<file path="src/rtl/param_delay_box.sv">
// Delay line DEPTH stages deep that advances once every STEP_CYCLES enabled clocks.
// Output is either the last stage (DELAY) or its per-bit rising edges against the previous output sample (EDGE).
module param_delay_box #(
  parameter int         WIDTH       = 8,
  parameter int         DEPTH       = 4,
  parameter logic [7:0] RESET_VALUE = 8'hA5,
  parameter string      MODE        = "DELAY",
  parameter real        STEP_RATIO  = 1.0
) (
  input  logic             clk,
  input  logic             rst_n,
  input  logic             en,
  input  logic             flush,
  input  logic [WIDTH-1:0] I,
  output logic [WIDTH-1:0] O,
  output logic             step_o,
  output logic             valid_o
);

  // Zero-extend or truncate the 8-bit reset value to the data width.
  function automatic logic [WIDTH-1:0] rst_word_f(input logic [7:0] rv);
    logic [WIDTH-1:0] w;
    w = '0;
    for (int b = 0; b < WIDTH && b < 8; b++) begin
      w[b] = rv[b];
    end
    return w;
  endfunction

  // Adding 0.5 and truncating gives round-half-away-from-zero for ratios of 1.5 and above.
  // Every smaller ratio clamps to one clock per step.
  localparam int STEP_CYCLES = (STEP_RATIO + 0.5 < 2.0) ? 1 : $rtoi(STEP_RATIO + 0.5);
  localparam int CNT_W       = (STEP_CYCLES > 1) ? $clog2(STEP_CYCLES) : 1;
  localparam int FILL_W      = $clog2(DEPTH + 1);
  localparam bit IS_EDGE     = (MODE == "EDGE");

  localparam logic [WIDTH-1:0]  RST_W     = rst_word_f(RESET_VALUE);
  localparam logic [CNT_W-1:0]  CNT_LAST  = CNT_W'(STEP_CYCLES - 1);
  localparam logic [FILL_W-1:0] FILL_FULL = FILL_W'(DEPTH);

  logic [WIDTH-1:0]  stage_r [DEPTH];
  logic [WIDTH-1:0]  hist_r;
  logic [CNT_W-1:0]  cnt_r;
  logic [FILL_W-1:0] fill_r;
  logic              step_s;

  // Reset is folded in so step_o reads low the moment rst_n falls, with no clock edge needed.
  assign step_s = rst_n & en & ~flush & (cnt_r == CNT_LAST);

  // Prescaler counter and fill level.
  always_ff @(posedge clk or negedge rst_n) begin
    if (!rst_n) begin
      cnt_r  <= '0;
      fill_r <= '0;
    end else if (flush) begin
      cnt_r  <= '0;
      fill_r <= '0;
    end else if (en) begin
      if (cnt_r == CNT_LAST) begin
        cnt_r <= '0;
      end else begin
        cnt_r <= cnt_r + CNT_W'(1);
      end
      if (step_s && (fill_r != FILL_FULL)) begin
        fill_r <= fill_r + FILL_W'(1);
      end
    end
  end

  // Shift register plus the history copy of the last stage.
  always_ff @(posedge clk or negedge rst_n) begin
    if (!rst_n) begin
      for (int k = 0; k < DEPTH; k++) begin
        stage_r[k] <= RST_W;
      end
      hist_r <= RST_W;
    end else if (flush) begin
      for (int k = 0; k < DEPTH; k++) begin
        stage_r[k] <= RST_W;
      end
      hist_r <= RST_W;
    end else if (step_s) begin
      stage_r[0] <= I;
      for (int k = 1; k < DEPTH; k++) begin
        stage_r[k] <= stage_r[k-1];
      end
      hist_r <= stage_r[DEPTH-1];
    end
  end

  // Output mode is fixed at elaboration.
  always_comb begin
    O = stage_r[DEPTH-1];
    if (IS_EDGE) begin
      O = stage_r[DEPTH-1] & ~hist_r;
    end else begin
      O = stage_r[DEPTH-1];
    end
  end

  assign step_o  = step_s;
  assign valid_o = (fill_r == FILL_FULL);

endmodule

</file>
<file path="config.mk">
export PLATFORM = sky130hd
export DESIGN_NAME = param_delay_box
export DESIGN_NICKNAME = d
export VERILOG_FILES = /design/src/rtl/param_delay_box.sv
export SDC_FILE = /design/constraint.sdc
export NUM_CORES = 1
export LEC_CHECK = 0
export CORE_ASPECT_RATIO = 0.7
export CORE_MARGIN = 2
export CORE_UTILIZATION = 30
export DETAILED_ROUTE_END_ITERATION = 10
export PLACE_DENSITY_LB_ADDON = 0.15
export RECOVER_POWER = 100
export SYNTH_ARGS = -nofsm -noshare
export SYNTH_HDL_FRONTEND = slang
export SYNTH_SLANG_ARGS = --single-unit
</file>
<file path="constraint.sdc">
create_clock -name clk -period 1.6 [get_ports clk]
set_input_delay 0.32 -clock clk [delete_from_list [all_inputs] [get_ports clk]]
set_output_delay 0.32 -clock clk [all_outputs]
set_load 0.02 [all_outputs]
</file>
==> qor.txt <==
Root buf cell = clkbuf_8
Initial antenna violation count = 0
CP bufs+invs = 3
Worst clock skew = 0.005342 ns
I/O pins = 22
Endpoints failing hold = 0
Yosys cell types = 19
Mux contribution to synthesized area = 0%
Clk pin slew, worst setup/hold paths = 0.07 ns
Vias = 1,146
Share of cells above drive strength 1 = 19.57%
Vias in the first global route = 1,080
Area share of and/or/nand/nor cells after synthesis = 26.34%
Dpl ws = -0.3418 ns
Net Count, Synth = 181
# diodes = 0
Switching power total = 448.3 uW
Grt ovf = 0
Post-Synth XOR/XNOR Area = 0%
Die Wd = 90.78 um
Vias per cell = 4.477
Final ANT Viol Nets = 0
Power density over cell area = 1094 nW/um^2
Filler cell count = 542
GPL Wtd Cong = 0.6845
All-Layer GR Usage = 11.13%
Status = finished clean
VDD IR max = 538.7 uV
Mapped Avg Cell Area = 9.470 um^2
WL final = 3039 um
CP Capture Type = output pin
P_leak = 0.0008189 uW
Startpoint types = input port
Ratio of final minimum period to clock period = 95.33%
Num CTS Buffers = 5
# hold bufs at CTS = 0
Warning count from the yosys run = 0
Clock Power Share = 45.5%
Max stage delay on crit path = 0.42 ns
Core box area = 5175 um^2
TritonCTS clock tree = built
Crit Path Max Fanout = 13
WL/cell = 11.87 um
Crit-path leading delay family = buffers and inverters
Largest family of logic cells by synthesized area = simple AND/OR/NAND/NOR gates
Multi-input logic area = 549.3 um^2
First-pass GRT wire length = 5037 um
Die footprint = 5878 um^2
Sequential share of power = 45.8%
Slew Viols, Final = 0
Largest net degree at the start of global routing = 36
Compound-Gate Fraction of Synth Area = 6.646%
Die height = 64.75 um
RSZ-0062 raised after global routing = false
Worst min path class = input port to asynchronous set/reset pin
FF/Latch Area = 895.9 um^2
Switching Fraction = 21.52%
Required @ worst endpoint = 1.28 ns
Nets = 197
Cell row count = 22
CTS sink cnt = 35
Fin crit period = 1.525 ns
Flip-flop and latch count after synthesis = 35
CTS Buffer Depth = 2
Seq/Total Area, Yosys = 56.65%
Combinational fraction of design power = 8.7%
Detailed placer's ending HPWL = 1895 um
Mapped Cells = 167
DR iter-0 viols = 69
DRC = 0
Least-Margin Pin Slew = 0.8736 ns
CP cell instances = clkdlybuf4s50_1 -> buf_4 -> nor2_1 -> clkbuf_2
Setup Crit Path Kind = input port to output pin
Setup repair bufs after CTS = 0
Drt first pass iters = 4
Setup ws final = 0.07472 ns
Port Buf Inserts = 21
Relative slew margins = 41.76%
CTS H-tree depth = 2
Max_cap viols = 0
Final setup violating endpoints = 0
Worst-Skew Late Latency = 0.29 ns
Internal power = 1635 uW
Area of the mapped netlist = 1582 um^2
Critical Path AT = 1.21 ns
Highest clock rate = 655.6 MHz
Initial Utilization = 30.56%
Layout area overhead = 20.33%
Adder-cell share of the synthesized area = 1.582%
Post-layout power = 2083 uW
Slowest CP cell = clkdlybuf4s50_1
registers in the layout, indices dropped and copies added (netlist names):
name	flops
stage_r	24
O	8
fill_r	3
power by group through the flow:
stage / combinational [uW] / sequential, uW / clock [uW]
6_report: 181 / 954 / 947
3_3_place_gp: 189 / 969 / 0
3_5_place_dp: 192 / 970 / 0
5_1_grt: 204 / 959 / 1020
4_1_cts: 188 / 954 / 992
2_1_floorplan: 117 / 966 / 0
worst register-to-register path: stages (launching register included):
cell	delay, ns
dfrtp_1	0.36
inv_1	0.05
ha_1	0.18
and2_4	0.17
or3_1	0.30
a21oi_1	0.14
timing repair:
action / CTS / global route
endpoints found under the setup margin: 6 / 5
cloned: 0 / 0
resized for setup: 12 / 6
cell type report:
class	count	share of cell area (%)
Clock buffer	5	3.616
Clock inverter	3	3.550
Inverter	2	0.3945
Multi-Input combinational cell	111	28.86
Sequential cell	35	47.07
Tap cell	72	4.734
Timing Repair Buffer	28	11.77
metal layers:
metal	up-vias	share of wire [%]	track usage, %
li1	557	-	-
met1	552	48	14.85
met2	31	43	15.02
met3	6	5.7	3.721
met4	0	2.6	7.955
met5	-	0	0
synth_stat cells:
cell	instances	share of area, %
dfrtp_1	19	30
nor3_2	1	0.63
buf_6	3	2.1
a21oi_1	19	6.0
o21ai_0	2	0.63
buf_1	1	0.24
buf_4	9	4.3
and4b_1	1	0.63
dfstp_2	16	27
ha_1	2	1.6
inv_1	2	0.47
nand3b_1	17	8.1
nand2_2	1	0.40
or3_1	1	0.40
buf_2	3	0.95
clkbuf_1	3	0.71
and2_1	2	0.79
nor2_1	1	0.24
nand2_1	64	15
cells in the final DEF, fill, tap and decap left out, types with 2 or more instances in the layout:
| master | count |
|---|---|
| dlygate4sd2_1 | 4 |
| clkbuf_1 | 5 |
| buf_4 | 4 |
| clkbuf_2 | 3 |
| nand2_1 | 64 |
| nand3b_1 | 17 |
| bufinv_16 | 2 |
| clkdlybuf4s50_1 | 9 |
| dfrtp_1 | 19 |
| inv_1 | 2 |
| a21oi_1 | 19 |
| o21ai_0 | 2 |
| ha_1 | 2 |
| clkbuf_8 | 5 |
| dfstp_2 | 16 |
final timing paths:
path                        startpoint  depth (start not counted)  slack [ns]           to
min                              rst_n                          2        0.31  stage_r[11]
min in group clk           stage_r[13]                          2        0.48  stage_r[13]
max in group asynchronous        rst_n                          2        0.75  stage_r[30]
max reg2reg                  fill_r[1]                          5        0.34    fill_r[0]
max                              flush                          4        0.07       step_o
min reg2reg                stage_r[13]                          2        0.48  stage_r[13]
stage by stage:
stage / TNS [ns] / std cells / util, % / area (um^2) / hold slack, ns
floorplan: 0 / 167 / - / 1582 / 0.02441
global placement: -0.5209 / 248 / 34.99 / 1810 / 0.4246
detailed placement: -0.5626 / 248 / 34.99 / 1810 / 0.4319
CTS: 0 / 256 / 37.33 / 1932 / 0.1080
global route: 0 / 256 / 36.77 / 1903 / 0.4018
finish: 0 / 256 / 36.77 / 1903 / 0.3094
kinds of logic after synthesis:
family,count (synthesis)
flip-flops,35
adder cells (fa/ha/maj),2
AND/OR/NAND/NOR,88
AO/OA/AOI/OAI,21
buffers and inverters,21
No activity file was read; power rests on OpenSTA's default activity.
